`src/rtl/qspi_pkg.sv`:
```
// Shared constants for the QSPI write-data sender: FSM encoding, byte lanes, defaults.
package qspi_pkg;

  localparam int LEN_W_DEF      = 8;
  localparam int FIFO_DEPTH_DEF = 4;

  localparam int BYTE_W = 8;
  localparam int WORD_W = 32;

  // Byte lanes within a 32-bit write word; lane 0 goes out first.
  localparam logic [1:0] LANE_FIRST = 2'd0;
  localparam logic [1:0] LANE_LAST  = 2'd3;

  typedef enum logic [1:0] {
    IDLE = 2'd0,
    RUN  = 2'd1,
    DONE = 2'd2
  } state_e;

  // Pick one byte lane out of a write word.
  function automatic logic [BYTE_W-1:0] lane_sel(input logic [WORD_W-1:0] w,
                                                 input logic [1:0] idx);
    return w[{idx, 3'b000} +: BYTE_W];
  endfunction

endpackage

```
`src/rtl/qspi_tdata_sender_if.sv`:
```
// Command, write-data and shift-engine handshakes of the write-data sender.
interface qspi_tdata_sender_if #(
  parameter int LEN_W = 8
);
  import qspi_pkg::*;

  logic              io_tdata_lock;
  logic              io_cmd_valid;
  logic [LEN_W-1:0]  io_cmd_len;
  logic              io_cmd_ready;
  logic              io_dchan_tdata_valid;
  logic [WORD_W-1:0] io_dchan_tdata;
  logic              io_dchan_tdata_ready;
  logic              io_tx_valid;
  logic [BYTE_W-1:0] io_tx_byte;
  logic              io_tx_ready;
  logic              io_dchan_tdata_key;
  logic              io_busy;
  logic              io_err;

  // The sender itself.
  modport slave (
    input  io_tdata_lock, io_cmd_valid, io_cmd_len, io_dchan_tdata_valid,
           io_dchan_tdata, io_tx_ready,
    output io_cmd_ready, io_dchan_tdata_ready, io_tx_valid, io_tx_byte,
           io_dchan_tdata_key, io_busy, io_err
  );

  // Whoever drives commands/data and consumes bytes.
  modport master (
    output io_tdata_lock, io_cmd_valid, io_cmd_len, io_dchan_tdata_valid,
           io_dchan_tdata, io_tx_ready,
    input  io_cmd_ready, io_dchan_tdata_ready, io_tx_valid, io_tx_byte,
           io_dchan_tdata_key, io_busy, io_err
  );

endinterface

```
`src/rtl/qspi_tdata_fifo.sv`:
```
// Small synchronous FIFO with registered write (no bypass) and a combinational head.
module qspi_tdata_fifo #(
  parameter int WIDTH = 32,
  parameter int DEPTH = 4
) (
  input  logic             clock,
  input  logic             rst_n,
  input  logic             push,
  input  logic [WIDTH-1:0] wdata,
  input  logic             pop,
  output logic             full,
  output logic             empty,
  output logic [WIDTH-1:0] head
);

  localparam int AW = $clog2(DEPTH);

  logic [WIDTH-1:0] mem_q [DEPTH];
  logic [WIDTH-1:0] mem_d [DEPTH];
  logic [AW:0]      wr_q, wr_d, rd_q, rd_d;
  logic             push_ok, pop_ok;

  // Extra pointer MSB tells full from empty when the indices coincide.
  assign empty   = (wr_q == rd_q);
  assign full    = (wr_q[AW] != rd_q[AW]) && (wr_q[AW-1:0] == rd_q[AW-1:0]);
  assign push_ok = push && !full;
  assign pop_ok  = pop && !empty;
  assign head    = mem_q[rd_q[AW-1:0]];

  // Next pointers and storage contents.
  always_comb begin
    mem_d = mem_q;
    wr_d  = wr_q;
    rd_d  = rd_q;
    if (push_ok) begin
      mem_d[wr_q[AW-1:0]] = wdata;
      wr_d                = wr_q + (AW+1)'(1);
    end
    if (pop_ok) rd_d = rd_q + (AW+1)'(1);
  end

  // Pointer and storage registers, all cleared on reset.
  always_ff @(posedge clock or negedge rst_n) begin
    if (!rst_n) begin
      wr_q <= '0;
      rd_q <= '0;
      for (int i = 0; i < DEPTH; i++) mem_q[i] <= '0;
    end else begin
      wr_q  <= wr_d;
      rd_q  <= rd_d;
      mem_q <= mem_d;
    end
  end

endmodule

```
`src/rtl/qspi_tdata_sender.sv`:
```
// Drains one write burst from the locked data channel and serialises it LSB byte
// first to the shift engine, then pulses the unlock key.
module qspi_tdata_sender
  import qspi_pkg::*;
#(
  parameter int LEN_W      = LEN_W_DEF,
  parameter int FIFO_DEPTH = FIFO_DEPTH_DEF
) (
  input logic               clock,
  input logic               rst_n,
  qspi_tdata_sender_if.slave io
);

  state_e           state_q, state_d;
  logic [LEN_W-1:0] remaining_q, remaining_d;
  logic [LEN_W-2:0] words_in_q, words_in_d;
  logic [LEN_W-2:0] words_needed_q, words_needed_d;
  logic [1:0]       byte_idx_q, byte_idx_d;
  logic             err_q, err_d;

  logic              fifo_full, fifo_empty;
  logic [WORD_W-1:0] fifo_head;
  logic              cmd_hs, push, tx_hs, pop, last_byte, need_more;
  logic [LEN_W-2:0]  len_words;

  assign cmd_hs    = io.io_cmd_valid && io.io_cmd_ready;
  assign push      = io.io_dchan_tdata_valid && io.io_dchan_tdata_ready;
  assign tx_hs     = io.io_tx_valid && io.io_tx_ready;
  assign last_byte = (remaining_q == LEN_W'(1));
  // The last partial word is popped early; its unused upper lanes are dropped.
  assign pop       = tx_hs && ((byte_idx_q == LANE_LAST) || last_byte);
  assign need_more = (words_in_q < words_needed_q);
  // ceil(len/4) without needing a wider adder.
  assign len_words = {1'b0, io.io_cmd_len[LEN_W-1:2]}
                   + {{(LEN_W-2){1'b0}}, |io.io_cmd_len[1:0]};

  qspi_tdata_fifo #(.WIDTH(WORD_W), .DEPTH(FIFO_DEPTH)) u_fifo (
    .clock (clock),
    .rst_n (rst_n),
    .push  (push),
    .wdata (io.io_dchan_tdata),
    .pop   (pop),
    .full  (fifo_full),
    .empty (fifo_empty),
    .head  (fifo_head)
  );

  // State and counter registers.
  always_ff @(posedge clock or negedge rst_n) begin
    if (!rst_n) begin
      state_q        <= IDLE;
      remaining_q    <= '0;
      words_in_q     <= '0;
      words_needed_q <= '0;
      byte_idx_q     <= LANE_FIRST;
      err_q          <= 1'b0;
    end else begin
      state_q        <= state_d;
      remaining_q    <= remaining_d;
      words_in_q     <= words_in_d;
      words_needed_q <= words_needed_d;
      byte_idx_q     <= byte_idx_d;
      err_q          <= err_d;
    end
  end

  // Next state: a zero-length command goes straight to the key pulse.
  always_comb begin
    state_d = state_q;
    case (state_q)
      IDLE: if (cmd_hs) state_d = (io.io_cmd_len == '0) ? DONE : RUN;
      RUN:  if (tx_hs && last_byte) state_d = DONE;
      DONE: state_d = IDLE;
      default: state_d = IDLE;
    endcase
  end

  // Burst counters, lane select and the sticky lost-lock flag.
  always_comb begin
    remaining_d    = remaining_q;
    words_in_d     = words_in_q;
    words_needed_d = words_needed_q;
    byte_idx_d     = byte_idx_q;
    err_d          = err_q;
    case (state_q)
      IDLE: begin
        if (cmd_hs) begin
          err_d          = 1'b0;
          remaining_d    = io.io_cmd_len;
          words_needed_d = len_words;
          words_in_d     = '0;
          byte_idx_d     = LANE_FIRST;
        end
      end
      RUN: begin
        if (push) words_in_d = words_in_q + (LEN_W-1)'(1);
        if (tx_hs) begin
          remaining_d = remaining_q - LEN_W'(1);
          byte_idx_d  = pop ? LANE_FIRST : byte_idx_q + 2'd1;
        end
        // Lock gone while the burst is only partly fetched.
        if (!io.io_tdata_lock && (words_in_q != '0) && need_more) err_d = 1'b1;
      end
      default: ;
    endcase
  end

  // Handshake outputs decoded from the current state.
  always_comb begin
    io.io_cmd_ready         = 1'b0;
    io.io_dchan_tdata_ready = 1'b0;
    io.io_tx_valid          = 1'b0;
    io.io_dchan_tdata_key   = 1'b0;
    io.io_tx_byte           = lane_sel(fifo_head, byte_idx_q);
    io.io_busy              = (state_q != IDLE);
    io.io_err               = err_q;
    case (state_q)
      IDLE: io.io_cmd_ready = 1'b1;
      RUN: begin
        io.io_dchan_tdata_ready = io.io_tdata_lock && !fifo_full && need_more;
        io.io_tx_valid          = !fifo_empty;
      end
      DONE: io.io_dchan_tdata_key = 1'b1;
      default: ;
    endcase
  end

endmodule

```
`src/flat_wrapper.sv`:
```
// flat-port wrapper written by rule: the top's interface ports become plain ports
module qspi_tdata_sender_flat import qspi_pkg::*;
#(
  parameter int LEN_W      = LEN_W_DEF,
  parameter int FIFO_DEPTH = FIFO_DEPTH_DEF
)
  (clock, rst_n, io_io_tdata_lock, io_io_cmd_valid, io_io_cmd_len, io_io_dchan_tdata_valid, io_io_dchan_tdata, io_io_tx_ready, io_io_cmd_ready, io_io_dchan_tdata_ready, io_io_tx_valid, io_io_tx_byte, io_io_dchan_tdata_key, io_io_busy, io_io_err);
  qspi_tdata_sender_if #(.LEN_W(LEN_W)) io_i ();
  input logic clock;
  input logic rst_n;
  input wire logic [$bits(io_i.io_tdata_lock)-1:0] io_io_tdata_lock;
  input wire logic [$bits(io_i.io_cmd_valid)-1:0] io_io_cmd_valid;
  input wire logic [$bits(io_i.io_cmd_len)-1:0] io_io_cmd_len;
  input wire logic [$bits(io_i.io_dchan_tdata_valid)-1:0] io_io_dchan_tdata_valid;
  input wire logic [$bits(io_i.io_dchan_tdata)-1:0] io_io_dchan_tdata;
  input wire logic [$bits(io_i.io_tx_ready)-1:0] io_io_tx_ready;
  output wire logic [$bits(io_i.io_cmd_ready)-1:0] io_io_cmd_ready;
  output wire logic [$bits(io_i.io_dchan_tdata_ready)-1:0] io_io_dchan_tdata_ready;
  output wire logic [$bits(io_i.io_tx_valid)-1:0] io_io_tx_valid;
  output wire logic [$bits(io_i.io_tx_byte)-1:0] io_io_tx_byte;
  output wire logic [$bits(io_i.io_dchan_tdata_key)-1:0] io_io_dchan_tdata_key;
  output wire logic [$bits(io_i.io_busy)-1:0] io_io_busy;
  output wire logic [$bits(io_i.io_err)-1:0] io_io_err;
  assign io_i.io_tdata_lock = io_io_tdata_lock;
  assign io_i.io_cmd_valid = io_io_cmd_valid;
  assign io_i.io_cmd_len = io_io_cmd_len;
  assign io_i.io_dchan_tdata_valid = io_io_dchan_tdata_valid;
  assign io_i.io_dchan_tdata = io_io_dchan_tdata;
  assign io_i.io_tx_ready = io_io_tx_ready;
  assign io_io_cmd_ready = io_i.io_cmd_ready;
  assign io_io_dchan_tdata_ready = io_i.io_dchan_tdata_ready;
  assign io_io_tx_valid = io_i.io_tx_valid;
  assign io_io_tx_byte = io_i.io_tx_byte;
  assign io_io_dchan_tdata_key = io_i.io_dchan_tdata_key;
  assign io_io_busy = io_i.io_busy;
  assign io_io_err = io_i.io_err;
  qspi_tdata_sender #(.LEN_W(LEN_W), .FIFO_DEPTH(FIFO_DEPTH)) u_core (.clock(clock), .rst_n(rst_n), .io(io_i));
endmodule
```
`config.mk`:
```
export PLATFORM = sky130hd
export DESIGN_NAME = qspi_tdata_sender_flat
export DESIGN_NICKNAME = d
export VERILOG_FILES = /design/src/rtl/qspi_pkg.sv /design/src/rtl/qspi_tdata_sender_if.sv /design/src/rtl/qspi_tdata_fifo.sv /design/src/rtl/qspi_tdata_sender.sv /design/src/flat_wrapper.sv
export SDC_FILE = /design/constraint.sdc
export NUM_CORES = 1
export LEC_CHECK = 0
export CORE_MARGIN = 5
export CORE_UTILIZATION = 38
export DETAILED_ROUTE_END_ITERATION = 10
export SYNTH_ARGS = -nofsm -noshare
export SYNTH_HDL_FRONTEND = slang
export SYNTH_SLANG_ARGS = --single-unit
```
`constraint.sdc`:
```
create_clock -name clock -period 4.5 [get_ports clock]
set_clock_uncertainty 0.1 [all_clocks]
set_input_delay 1.35 -clock clock [delete_from_list [all_inputs] [get_ports clock]]
set_output_delay 1.35 -clock clock [all_outputs]
set_load 0.1 [all_outputs]
```
==> results.sh <==
export IMPL_status="completed"
export IMPL_fin_crit_ns=4.01
export IMPL_numClockSinks=161
export IMPL_drt_wl_total_mm=17.7
export IMPL_yosysWarnings=0
export IMPL_grt_use_met2=0.261
export IMPL_grt_first_pass_wirelength_mm=29.1
export IMPL_clock_path_buffers=2
export IMPL_syn_num_nets=612
export IMPL_post_cts_resized=0
export IMPL_synth_edf_count=0
export IMPL_dpl_cell_count=861
export IMPL_dp_hpwl_mm=11.7
export IMPL_vias_per_cell=5.28
export IMPL_crit_path_end_kind="output port"
export IMPL_drv_slew=0
export IMPL_clk_pin_slew_ns=0.06
export IMPL_busiest_layer="met2"
export IMPL_die_y_um=155
export IMPL_worstMarginPinSlew_ns=1.00
export IMPL_boundaryPins=60
export IMPL_nFillCells=1842
export IMPL_instances_no_fill=894
export IMPL_gp_congestion=0.764
export IMPL_hold_violations=0
export IMPL_initial_core_util=0.382
export IMPL_synth_cell_types=46
export IMPL_wl_per_cell_um=19.7
export IMPL_worstHoldPathCells=2
export IMPL_cts_hold_buf=0
export IMPL_grt_usage=0.155
export IMPL_ant_nets=0
export IMPL_rsz0062_at_grt="false"
export IMPL_ir_worst_vdd_v=0.000310
export IMPL_criticalPathCategory="reg -> out"
export IMPL_fin_nets=669
export IMPL_syn_avg_cell_area_um2=14.5
export IMPL_slew_headroom=0.330
export IMPL_synth_seq_cells=161
export IMPL_gr_total_overflow=0
export IMPL_cts_htree_levels=4
export IMPL_route_detailed_drc=0
export IMPL_syn_to_final_growth_pct=18.3
export IMPL_timing_fmax_mhz=250
export IMPL_reg2reg_depth=7
export IMPL_num_rows=53
export IMPL_cts_tree="done"
export IMPL_ys_flop_type="dfrtp_1"
export IMPL_hp_class="reg -> reg"
export IMPL_dieArea_mm2=0.0239
export IMPL_port_buffers=59
export IMPL_core_area_mm2=0.0208
export IMPL_numCtsBuffers=17
export IMPL_fin_crit_sh=0.890
export IMPL_antenna_found_initial=0
export IMPL_die_w_um=155
export IMPL_synth_cells=548
export IMPL_arrival_ns=2.56
export IMPL_cts_root_buf="clkbuf_16"
export IMPL_required_ns=3.05
export IMPL_cp_start_kind="flip-flop"
export IMPL_cts_setup_buffers=0
export IMPL_synth_async_reset_ratio=1.00
export IMPL_grt_max_degree=104
export IMPL_clock_latency_ns=0.41
export IMPL_setup_viol=0
export IMPL_drv_cap=0
export IMPL_first_pass_iters=7
export IMPL_drive_above_1_share=0.345
export IMPL_gr_usage_met3=0.0411
export IMPL_fin_tns_setup_ns=0
export IMPL_r2r_slack_ns=1.47
export IMPL_p_per_area_mw_per_mm2=609
export IMPL_vias=4722
export IMPL_yosysSeqAreaShare=0.507
export IMPL_syn_cell_area_mm2=0.00795
export IMPL_cp_max_fo=24
export IMPL_grtUsageMet1=0.206
export IMPL_drtIter0Drc=201
export IMPL_grt_pass1_vias=5239
export IMPL_p_leak_nw=4.40
## Yosys cell counts, types with 6 or more instances
library cell / instances / share of area
dfrtp_1: 161 / 0.51
buf_6: 12 / 0.017
a21oi_1: 12 / 0.0076
nor2_1: 22 / 0.010
o21ai_0: 21 / 0.013
nand3_1: 16 / 0.010
mux2_4: 30 / 0.057
nand2_1: 19 / 0.0090
mux2_1: 20 / 0.028
clkbuf_1: 10 / 0.0047
ha_1: 18 / 0.028
mux4_2: 40 / 0.11
inv_1: 15 / 0.0071
mux2_2: 81 / 0.11
o211ai_1: 6 / 0.0057
## through the flow
| stage | hold WS [ns] | setup slack (ns) | cell area, um^2 | utilization | power [mW] |
|---|---|---|---|---|---|
| floorplan | 0.347 | 0.393 | 7950 | - | 3.71 |
| finish | 0.391 | 0.495 | 9400 | 0.452 | 5.72 |
| CTS | 0.391 | 0.421 | 9400 | 0.452 | 5.79 |
| global placement | 0.364 | 0.605 | 8840 | 0.424 | 4.30 |
| global route | 0.408 | 0.349 | 9400 | 0.452 | 6.06 |
| detailed placement | 0.378 | 0.576 | 8840 | 0.424 | 4.39 |
## worst paths after layout
kind,from,to
min in group asynchronous,rst_n,u_core.words_in_q[2]
hold reg to reg,u_core.words_needed_q[5],u_core.words_needed_q[5]
setup / recovery,u_core.u_fifo.rd_q[0],io_io_tx_byte[2]
setup reg to reg,u_core.words_in_q[2],u_core.u_fifo.mem_q[40]
hold / removal,u_core.words_needed_q[5],u_core.words_needed_q[5]
max in group asynchronous,rst_n,u_core.u_fifo.mem_q[94]
## metal layers
layer	wire length, um	part of all wire
met1	7730	0.44
met2	9000	0.51
met3	798	0.045
met4	123	0.0070
met5	0	0
## registers in the layout, indices dropped and copies added (netlist names)
name / flops
u_core.u_fifo.wr_q: 3
u_core.words_in_q: 7
u_core.remaining_q: 8
u_core.io.io_err: 1
u_core.state_q: 2
u_core.byte_idx_q: 2
u_core.u_fifo.rd_q: 3
u_core.words_needed_q: 7
u_core.u_fifo.mem_q: 128
## kinds of logic after synthesis
logic type      after synthesis  synth area share
fa+ha+maj                    18            0.0283
mux                         173             0.316
xor+xnor                     11            0.0131
flops                       161             0.507
simple gates                 85            0.0575
compound gates               54            0.0433
buf+inv                      46            0.0354
## power breakdown
group	switching, mW	internal (mW)
logic	1.19	0.995
clock network	0.586	0.794
registers	0.302	1.86
## final cells by class
cell class / instances / area [um^2] / area share
Inverter: 15 / 56.3 / 0.00599
Tap cell: 275 / 344 / 0.0366
Clock inverter: 11 / 105 / 0.0112
Multi-Input combinational cell: 341 / 3640 / 0.387
Sequential cell: 161 / 4030 / 0.429
Timing Repair Buffer: 69 / 767 / 0.0816
Antenna cell: 1 / 2.50 / 0.000266
Clock buffer: 21 / 460 / 0.0490
## placed cells by master, fill, tap and decap left out, drive strengths merged, types with 2 or more instances in the layout
cell type	netlist	layout
mux4	40	40
a21oi	12	12
or4	2	2
o211ai	6	6
nand2	19	19
a22oi	3	3
clkbuf	10	21
or2	3	3
dfrtp	161	161
mux2	131	131
nor2	22	22
clkdlybuf4s50	0	48
mux2i	2	2
nor2b	3	3
clkinv	0	4
a31oi	3	3
buf	21	21
xor2	6	6
nor3	4	4
nand3	20	20
xnor2	5	5
inv	15	17
ha	18	18
o21ai	21	21
clkinvlp	0	4
nor4	5	5
## worst max-delay path, stage by stage, from the launching register on
cell and delay (ns):
dfrtp_2 0.35, buf_4 0.43, mux4_2 0.60, mux4_2 0.55, buf_12 0.19
(Power assumes the default switching activity.)
==> variant (same settings) <==
The 3 states of `state_e` get a one-hot encoding in 3 bits.
--- a/src/rtl/qspi_pkg.sv
+++ b/src/rtl/qspi_pkg.sv
@@ -11,10 +11,10 @@
   localparam logic [1:0] LANE_FIRST = 2'd0;
   localparam logic [1:0] LANE_LAST  = 2'd3;
 
-  typedef enum logic [1:0] {
-    IDLE = 2'd0,
-    RUN  = 2'd1,
-    DONE = 2'd2
+  typedef enum logic [2:0] {
+    IDLE = 3'b001,
+    RUN  = 3'b010,
+    DONE = 3'b100
   } state_e;
 
   // Pick one byte lane out of a write word.
Behaviour: no difference found for any inputs over 4 cycles, from zero or initial values and one cycle with rst_n low; so few cycles prove little.
==> variant against the original RTL <==
- sequential cell count rose by 1
- largest power group unchanged
- wire length rose by 2.6%
- cell area rose by 2.4%
- total power rose by 5.7%
- synthesized area rose by 3.0%
- critical path depth rose by 2
- count of clock-buffer cells in the layout rose by 1
- worst hold slack got worse by 15 ps
- worst setup slack got worse by 230 ps
==> variant: results (changes against the original RTL) <==
| Metric | Value |
|---|---|
| Status | completed |
| Via count of the first global-routing pass | 5,278 (+0.74%) |
| Synth area leaders | dfrtp_1 (49%), mux2_4 (16%), mux4_2 (11%), mux2_2 (5.6%), ha_1 (2.8%) |
| Clock buffer cells | 22 (+4.8%) |
| Dpl cells | 873 (+1.4%) |
| Area of the multi-input gates | 3846 um2 (+5.7%) |
| Worst vdd rail ir drop | 363.9 uV (+17%) |
| Reg2Reg Setup Slack | 1330 ps (-140 ps) |
| Share of layout cells above drive strength 1 | 37.16% (+2.7 points) |
| Inverters | 23 (+8) |
| Leak pwr | 4.569 nW (+3.8%) |
| R2R Path Start | u_core.u_fifo.rd_q[0] |
| Final GP Congestion | 0.7781 (+1.8%) |
| CP Data Arrival Time | 2780 ps (+220 ps) |
| Post-Route WL | 18.12 mm (+2.6%) |
| Multi-In Gates | 340 (-0.29%) |
| Fillcell total | 1,852 (+0.54%) |
| Hold_sp | u_core.words_needed_q[0] |
| Hold slack | 375.3 ps (-15.40 ps) |
| Post-Synth Adder-Cell Area | 2.751% (-0.082 points) |
| Worst Path Max Fanout | 7 (-71%) |
| Buffering overhead | 7.863% (-0.29 points) |
| Top cells by count, synth | dfrtp_1 (161), mux2_4 (89), mux2_2 (41) |
| Multi-input combinational area share | 39.95% (+1.3 points) |
| Largest net degree at the start of global routing | 89 (-14%) |
| CP max stage cell | clkdlybuf4s50_1 |
| Vias | 4,801 (+1.7%) |
| Cell depth of the worst flop-to-flop path | 9 (+2) |
| Total GRT Usage | 15.45% (-0.098 points) |
| Cell variety after synth | 50 (+8.7%) |
| Crit-path leading delay family | buffers and inverters |
| Number of synthesized register bits | 162 (+0.62%) |
| Min Clock Period, post-route | 4231 ps (+225.7 ps) |
| 1st-pass router iterations | 5 (-2) |
| Met3 Use GR | 3.706% (-0.41 points) |
| Non-CTS buffers | 73 (+5.8%) |
| Ant diodes | 0 (-1) |
| Syn_area_per_cell | 14.72 um2 (+1.5%) |
| Net count, final | 681 (+1.8%) |
| Post-synthesis sequential area ratio | 49.54% (-1.1 points) |
| Worst-Margin Slew | 1065 ps (+60.57 ps) |
| Post-DP HPWL | 12.03 mm (+3.0%) |
| Hold endpoint | u_core.words_needed_q[0] |
| Place WS | 282.8 ps (-292.8 ps) |
| Drt wl/cell | 20.09 um (+1.7%) |
| Clock Latency Late Sink | 420 ps |
| M2 GR Usage | 25.92% (-0.14 points) |
| Storage cell area | 4056 um2 (+0.65%) |
| Clock network area share | 5.576% (-0.44 points) |
| Slowest stage delay, CP | 500 ps (-100 ps) |
| DRT iter0 DRCs | 244 (+21%) |
| Net Count, Synth | 620 (+1.3%) |
| Synth Area in Compound Gates | 4.616% (+0.29 points) |
==> variant: how the worst max path moves through the flow <==
stage                                    to         startpoint  cells after the start
floorplan             io_io_dchan_tdata_key  u_core.state_q[1]                      1
global placement    io_io_dchan_tdata_ready   io_io_tdata_lock                      6
detailed placement  io_io_dchan_tdata_ready   io_io_tdata_lock                      6
CTS                 io_io_dchan_tdata_ready   io_io_tdata_lock                      6
global route        io_io_dchan_tdata_ready   io_io_tdata_lock                      6
finish              io_io_dchan_tdata_ready   io_io_tdata_lock                      6
==> variant: report_power, final <==
part	leakage, nW	total (W)	internal, W	switching [W]
registers	2.16	0.00236	0.00199	0.000370
logic	2.15	0.00237	0.00118	0.00119
clock network	0.253	0.00132	0.000757	0.000566
total	4.57	0.00605	0.00392	0.00213
==> variant: per-layer routing <==
| layer | vias up | wire [um] |
|---|---|---|
| met2 | 71 | 9071 |
| met1 | 2548 | 8238 |
| met4 | 2 | 165 |
| met5 | - | 17 |
| li1 | 2168 | - |
| met3 | 12 | 624 |
